**config.mk**
```make
export PLATFORM = sky130hd
export DESIGN_NAME = gerador_acorde_flat
export DESIGN_NICKNAME = d
export VERILOG_FILES = /design/src/rtl/gerador_acorde_if.sv /design/src/rtl/gerador_acorde.sv /design/src/flat_wrapper.sv
export SDC_FILE = /design/constraint.sdc
export NUM_CORES = 1
export LEC_CHECK = 0
export ABC_CLOCK_PERIOD_IN_PS = 3920
export CAP_MARGIN = 20
export CORE_MARGIN = 4
export CORE_UTILIZATION = 35
export DETAILED_ROUTE_END_ITERATION = 10
export SLEW_MARGIN = 20
export SYNTH_ARGS = -nofsm -noshare
export SYNTH_HDL_FRONTEND = slang
export SYNTH_SLANG_ARGS = --single-unit
```
**constraint.sdc**
```tcl
create_clock -name clk -period 3.92 [get_ports clk]
set_input_delay 0.392 -clock clk [delete_from_list [all_inputs] [get_ports clk]]
set_output_delay 0.392 -clock clk [all_outputs]
set_load 0.1 [all_outputs]
```
**src/rtl/gerador_acorde_if.sv**
```systemverilog
// rtl/gerador_acorde_if.sv - note-entry playback bus between sequencer and its user
interface gerador_acorde_if;
  logic       start;
  logic [1:0] tipo;
  logic       var_si;
  logic [3:0] nota1;
  logic [3:0] nota2;
  logic [3:0] nota;
  logic       ok;
  logic       busy;
  logic       done;
  logic       erro;

  modport master (
    output start, tipo, var_si, nota1, nota2,
    input  nota, ok, busy, done, erro
  );

  modport slave (
    input  start, tipo, var_si, nota1, nota2,
    output nota, ok, busy, done, erro
  );
endinterface

```
**src/rtl/gerador_acorde.sv**
```systemverilog
// rtl/gerador_acorde.sv - plays a chord note sequence with setup/strobe/gap timing on ok
module gerador_acorde #(
  parameter int SETUP   = 2,
  parameter int PULSE_W = 2,
  parameter int GAP     = 2
) (
  input  logic              clk,
  input  logic              reset,
  gerador_acorde_if.slave   bus
);
  localparam int MAX_SP = (SETUP > PULSE_W) ? SETUP : PULSE_W;
  localparam int MAXP   = (MAX_SP > GAP) ? MAX_SP : GAP;
  localparam int PW     = $clog2(MAXP + 1);

  typedef enum logic [2:0] {
    S_IDLE, S_SETUP, S_STROBE, S_GAP, S_DONE
  } state_t;

  state_t        state_q, state_d;
  logic [PW-1:0] phase_q, phase_d;
  logic [2:0]    idx_q, idx_d;
  logic [1:0]    tipo_q, tipo_d;
  logic          var_q, var_d;
  logic [3:0]    n1_q, n1_d;
  logic [3:0]    n2_q, n2_d;
  logic          erro_q, erro_d;
  logic [3:0]    note_cur;
  logic [2:0]    last_idx;
  logic          roots_bad;

  // Null notes are 0000 and 1000; only chord types other than nenhum need valid roots
  assign roots_bad = (bus.tipo != 2'b00) &&
                     ((bus.nota1[2:0] == 3'b000) || (bus.nota2[2:0] == 3'b000));

  always_comb begin
    last_idx = 3'd4;
    if (tipo_q == 2'b00) last_idx = 3'd1;
    else if (tipo_q == 2'b01) last_idx = 3'd3;
  end

  always_comb begin
    note_cur = 4'b0000;
    case (idx_q)
      3'd0: note_cur = n1_q;
      3'd1: note_cur = (tipo_q == 2'b00) ? 4'b0000 : n2_q;
      3'd2: note_cur = ((tipo_q != 2'b11) && var_q) ? 4'b1111 : 4'b1110;
      3'd3: begin
        if (tipo_q == 2'b10) note_cur = var_q ? 4'b0010 : 4'b0001;
        else if (tipo_q == 2'b11) note_cur = 4'b1111;
        else note_cur = 4'b0000;
      end
      default: note_cur = 4'b0000;
    endcase
  end

  always_comb begin
    state_d = state_q;
    phase_d = phase_q;
    idx_d   = idx_q;
    tipo_d  = tipo_q;
    var_d   = var_q;
    n1_d    = n1_q;
    n2_d    = n2_q;
    erro_d  = 1'b0;
    case (state_q)
      S_IDLE: begin
        if (bus.start) begin
          if (roots_bad) begin
            erro_d = 1'b1;
          end else begin
            tipo_d  = bus.tipo;
            var_d   = bus.var_si;
            n1_d    = bus.nota1;
            n2_d    = bus.nota2;
            idx_d   = 3'd0;
            phase_d = '0;
            state_d = S_SETUP;
          end
        end
      end
      S_SETUP: begin
        if (phase_q == PW'(SETUP - 1)) begin
          phase_d = '0;
          state_d = S_STROBE;
        end else begin
          phase_d = phase_q + PW'(1);
        end
      end
      S_STROBE: begin
        if (phase_q == PW'(PULSE_W - 1)) begin
          phase_d = '0;
          state_d = S_GAP;
        end else begin
          phase_d = phase_q + PW'(1);
        end
      end
      S_GAP: begin
        if (phase_q == PW'(GAP - 1)) begin
          phase_d = '0;
          if (idx_q == last_idx) begin
            state_d = S_DONE;
          end else begin
            idx_d   = idx_q + 3'd1;
            state_d = S_SETUP;
          end
        end else begin
          phase_d = phase_q + PW'(1);
        end
      end
      S_DONE:  state_d = S_IDLE;
      default: state_d = S_IDLE;
    endcase
  end

  always_ff @(posedge clk) begin
    if (reset) begin
      state_q <= S_IDLE;
      phase_q <= '0;
      idx_q   <= 3'd0;
      tipo_q  <= 2'b00;
      var_q   <= 1'b0;
      n1_q    <= 4'b0000;
      n2_q    <= 4'b0000;
      erro_q  <= 1'b0;
    end else begin
      state_q <= state_d;
      phase_q <= phase_d;
      idx_q   <= idx_d;
      tipo_q  <= tipo_d;
      var_q   <= var_d;
      n1_q    <= n1_d;
      n2_q    <= n2_d;
      erro_q  <= erro_d;
    end
  end

  // Outputs decode the registered state, so they never glitch between notes
  assign bus.busy = (state_q != S_IDLE);
  assign bus.ok   = (state_q == S_STROBE);
  assign bus.done = (state_q == S_DONE);
  assign bus.erro = erro_q;
  assign bus.nota = ((state_q == S_SETUP) || (state_q == S_STROBE) || (state_q == S_GAP))
                    ? note_cur : 4'b0000;
endmodule
```
**src/flat_wrapper.sv**
```systemverilog
// flat-port wrapper written by rule: the top's interface ports become plain ports
module gerador_acorde_flat 
#(
  parameter int SETUP   = 2,
  parameter int PULSE_W = 2,
  parameter int GAP     = 2
)
  (clk, reset, bus_start, bus_tipo, bus_var_si, bus_nota1, bus_nota2, bus_nota, bus_ok, bus_busy, bus_done, bus_erro);
  gerador_acorde_if bus_i ();
  input  logic clk;
  input  logic reset;
  input wire logic [$bits(bus_i.start)-1:0] bus_start;
  input wire logic [$bits(bus_i.tipo)-1:0] bus_tipo;
  input wire logic [$bits(bus_i.var_si)-1:0] bus_var_si;
  input wire logic [$bits(bus_i.nota1)-1:0] bus_nota1;
  input wire logic [$bits(bus_i.nota2)-1:0] bus_nota2;
  output wire logic [$bits(bus_i.nota)-1:0] bus_nota;
  output wire logic [$bits(bus_i.ok)-1:0] bus_ok;
  output wire logic [$bits(bus_i.busy)-1:0] bus_busy;
  output wire logic [$bits(bus_i.done)-1:0] bus_done;
  output wire logic [$bits(bus_i.erro)-1:0] bus_erro;
  assign bus_i.start = bus_start;
  assign bus_i.tipo = bus_tipo;
  assign bus_i.var_si = bus_var_si;
  assign bus_i.nota1 = bus_nota1;
  assign bus_i.nota2 = bus_nota2;
  assign bus_nota = bus_i.nota;
  assign bus_ok = bus_i.ok;
  assign bus_busy = bus_i.busy;
  assign bus_done = bus_i.done;
  assign bus_erro = bus_i.erro;
  gerador_acorde #(.SETUP(SETUP), .PULSE_W(PULSE_W), .GAP(GAP)) u_core (.clk(clk), .reset(reset), .bus(bus_i));
endmodule
```
# Yosys cells after proc, flatten, opt, wreduce, memory -nomap -nowiden
# Index checks and enable logic that the tools add are counted.
# classes
add_sub_neg,2
eq_ne,19
mux,26
bitwise,3
reduce_logical,20
# ops
cell,count
3-bit 2-to-1 mux,12
4-bit 2-to-1 mux,4
4-bit one-hot mux with 4 select lines,1
"3-bit by 2-bit equality test with 1-bit output, second input constant",4
3-bit zero test,4
3-bit one-hot mux with 4 select lines,1
5-bit AND reduction,2
2-bit 2-to-1 mux,4
"2-bit inequality test, second input constant",4
"3-bit by 1-bit equality test with 1-bit output, second input constant",2
"2-bit by 1-bit inequality test with 1-bit output, second input constant",3
3-bit one-hot mux with 2 select lines,1
3-bit AND reduction,2
2-bit nonzero test,3
3-bit OR reduction,2
"2-bit by 1-bit equality test with 1-bit output, second input constant",2
"2-bit equality test, second input constant",2
2-bit one-hot mux with 2 select lines,1
"3-bit by 1-bit adder with 3-bit output, second input constant",1
3-bit equality test,1
"3-bit equality test, second input constant",1
1-bit logical OR,3
1-bit NOT,3
3-bit nonzero test,1
other kinds (4),6
# totals
reg_bits,20
inputBits,14
out_inout_bits,8
wordCells,78

# Depth between registers and ports, before layout
# depth
ltp_word,7
depth_mapped,6
ltp_nobuf,6

# Worst setup path before layout
# No wires, ideal clock.
# synth_path
kind,flip-flop to output port
from,register u_core.state_q[1]
to,output port bus_ok
arrival_ps,2740
slack_ps,788
path_stages_with_launch,3
cell_sequence,dfxtp_1 -> buf_2 -> nor3b_1
# synth_between
elab_chain_cells,1
# synth_rtl
element,line_no,source
start: declaration,gerador_acorde.sv:19,"state_t state_q, state_d;"
start signal: assignment,gerador_acorde.sv:126,state_q <= state_d;
3-bit by 2-bit equality test with 1-bit output,gerador_acorde.sv:139,assign bus.ok = (state_q == S_STROBE);
end: declaration,flat_wrapper.sv:18,output wire logic [$bits(bus_i.ok)-1:0] bus_ok;
# No other way between the ends.

# Worst setup path in the final report
# layout_path
from,register u_core.state_q[0]
to,output port bus_nota[0]
# layout_between
elab_chain_cells,4
elab_cells_between_ends,6
classes_between,3 x eq/ne; 1 x mux; 2 x reduce/logical
# layout_rtl
element,line_no,source
3-bit by 1-bit equality test with 1-bit output / 3-bit by 2-bit equality test with 1-bit output (equally long branches),gerador_acorde.sv:142,assign bus.nota = ((state_q == S_SETUP) || (state_q == S_STROBE) || (state_q == S_GAP))
1-bit logical OR,gerador_acorde.sv:142,
1-bit logical OR (*),gerador_acorde.sv:142,
4-bit 2-to-1 mux (*),gerador_acorde.sv:143,? note_cur : 4'b0000;
end: declaration,flat_wrapper.sv:17,output wire logic [$bits(bus_i.nota)-1:0] bus_nota;
# Mark *: on every way between the ends. The rest lies on a longest branch, timed or not.

==> reports/metrics.yaml <==
status: "finished, final reports clean"
grt_pass1_vias: 1083
clkLatencyLatePin_ns: 0.29
worst-setup-path-type: "flop to output pin"
synth_edf_count: 0
rsz0062_at_grt: "no"
overflow: 0
period_needed_ns: 3.06
synth_top_cell_area_share_pct: 33.5
die_area_mm2: 0.00442
coreArea_mm2: 0.00315
placed_cell_area_mm2: 0.00140
clock_path_buffers: 2
p_leak_uw: 0.000486
syn_nets: 167
ys_ff_latch: 20
stdcell_area_mm2: 0.00142
hold_class: "flop to flop"
grt.total_usage_pct: 14.6
path_max_fanout: 12
worst_slew_pin_slew_ns: 0.975
tns_ns: 0
nFillCells: 343
arrival_ns: 2.67
cts.root.buffer_cell: "clkbuf_4"
seqPwrFrac_pct: 50.6
cap_violations: 0
p_int_uw: 303
cts_made_buffers: 3
antennaDiodeCount: 0
grt_max_degree: 21
hold_buffers: 0
htree_levels: 1
synth_area_mm2: 0.00120
period_share_pct: 78.2
syn_avg_cell_area_um2: 8.08
ys_types: 41
postRouteAntennaNets: 0
drc: 0
finalSetupViolCount: 0
area_delta_synth_final_pct: 18.8
cts-resized-gates: 0
cts_tree: "built"
cp.required_ns: 3.53
rows: 20
async_flop_share_pct: 0
drt_iter0_drc: 70
post_cts_buffers: 0
portBuffers: 21
cts_num_sinks: 20
p_sw_uw: 160
relSlewSlack_pct: 34.8
drive_above_1_share_pct: 9.88
critPathLaunchType: "flop"
synth_area_leaders: "dfxtp_1, a21oi_1, o21ai_0"
antenna_found_initial: 0
ys_seq_area_share_pct: 33.5
pre_cts_ws_ns: 1.22
die_w_um: 66.5
synth_top_area_cell: "dfxtp_1"
fin_skew_ns: 0.00174
vias_per_cell: 5.52
hold_viol: 0
end_kind: "output pin"
fin_ws_ns: 0.856
wl_per_cell_um: 14.3
p_sw_share_pct: 34.6
wirelength_mm: 2.95
path_clk_slew_ns: 0.11
fp.dieH_um: 66.5
gp_congestion: 0.826
peakVddDrop_v: 0.000194
power.density_mw_per_mm2: 326
pwr-share-comb_pct: 28.7
synth_ff_type: "dfxtp_1"
p_clk_share_pct: 20.8
dr.pass1.iters: 4
fin_util_pct: 45.1
num_vias: 1137
max_freq_mhz: 326
io_pins: 22
hpwl_mm: 2.26
grt_pass1_wl_mm: 5.04
initial_core_util_pct: 37.9
yosys_warnings: 0
final_max_slew_viol_count: 0
nets: 183
synth_cells: 148
==> path summary, 6_finish.rpt <==
check	from	to	slack, ns	depth (start not counted)
worst max register to register	u_core.state_q[0]	u_core.tipo_q[0]	2.22	4
worst max-delay path	u_core.state_q[0]	bus_nota[0]	0.86	5
worst min register to register	u_core.phase_q[1]	u_core.phase_q[1]	0.47	2
worst min-delay path	u_core.phase_q[1]	u_core.phase_q[1]	0.47	2
==> layer usage <==
metal  wire [µm]  vias to the layer above  global-route usage, %
li1            -                      574                      -
met1        1430                      531                   19.0
met2        1370                       30                   24.0
met3         122                        2                   2.53
met4          21                        0                   5.33
met5           0                        -                      0
==> final cells by class <==
cell class                 count  area, µm²  area share [%]
multi-input combinational    113        722            50.8
sequential                    20        400            28.2
timing repair buffer          21        203            14.3
tap                           44       55.1            3.87
clock buffer                   3       22.5            1.58
inverter                       5       18.8            1.32
==> layout by cell type, fill, tap and decap left out, types with 3 or more instances in the layout <==
| cell type | count |
|---|---|
| a31oi_1 | 3 |
| nor3_1 | 7 |
| dfxtp_1 | 20 |
| nor2_1 | 11 |
| ha_1 | 5 |
| o21ai_0 | 16 |
| clkdlybuf4s50_1 | 18 |
| nand3_1 | 11 |
| a21oi_1 | 18 |
| nor2b_1 | 3 |
| buf_4 | 3 |
| inv_1 | 5 |
| clkbuf_4 | 3 |
| nand2b_1 | 4 |
| nand2_1 | 6 |
==> Yosys cell counts, types with 2 or more instances <==
library cell   n
a21boi_0       2
inv_1          5
nor3_1         7
a22oi_1        2
o21ai_0       16
nand2b_1       4
a21oi_1       18
nor2_1        11
nand2_1        6
or3_1          2
clkbuf_1       3
buf_2          5
ha_1           5
a31oi_1        3
nor2b_1        3
nand3_1       11
dfxtp_1       20
mux2_2         2
==> worst max-delay path, stage by stage (launching register included) <==
cell and delay [ns]:
dfxtp_1 0.57, nor2_1 0.16, nor2_1 0.19, nand2_1 0.15
a31oi_1 0.16, clkdlybuf4s50_1 1.15
==> logic make-up after synthesis <==
| group | after synthesis | share of synthesized area [%] |
|---|---|---|
| AND/OR/NAND/NOR | 51 | 24.2 |
| AO/OA/AOI/OAI | 52 | 26.8 |
| multiplexers | 3 | 2.72 |
| adder cells (fa/ha/maj) | 5 | 5.23 |
| flip-flops | 20 | 33.5 |
| XOR/XNOR | 2 | 1.46 |
| buffers and inverters | 15 | 6.17 |
==> power by group through the flow <==
stage               registers (µW)  clock network (µW)  logic (µW)
global route                   237                 110         145
global placement               238                   0         132
finish                         234                96.3         133
floorplan                      228                   0         107
detailed placement             239                   0         134
CTS                            234                 100         134
==> registers in the layout, summed over array words and instances, names as in the netlist <==
signal,cells
u_core.bus.erro,1
u_core.idx_q,3
u_core.n1_q,4
u_core.n2_q,4
u_core.phase_q,2
u_core.state_q,3
u_core.tipo_q,2
u_core.var_q,1
==> metrics by stage <==
step,hold WS [ns],total power [µW],instances
global placement,0.451,370,203
finish,0.473,464,206
floorplan,0.435,335,148
detailed placement,0.459,372,203
global route,0.516,492,206
CTS,0.474,468,206
(Power assumes the default switching activity.)
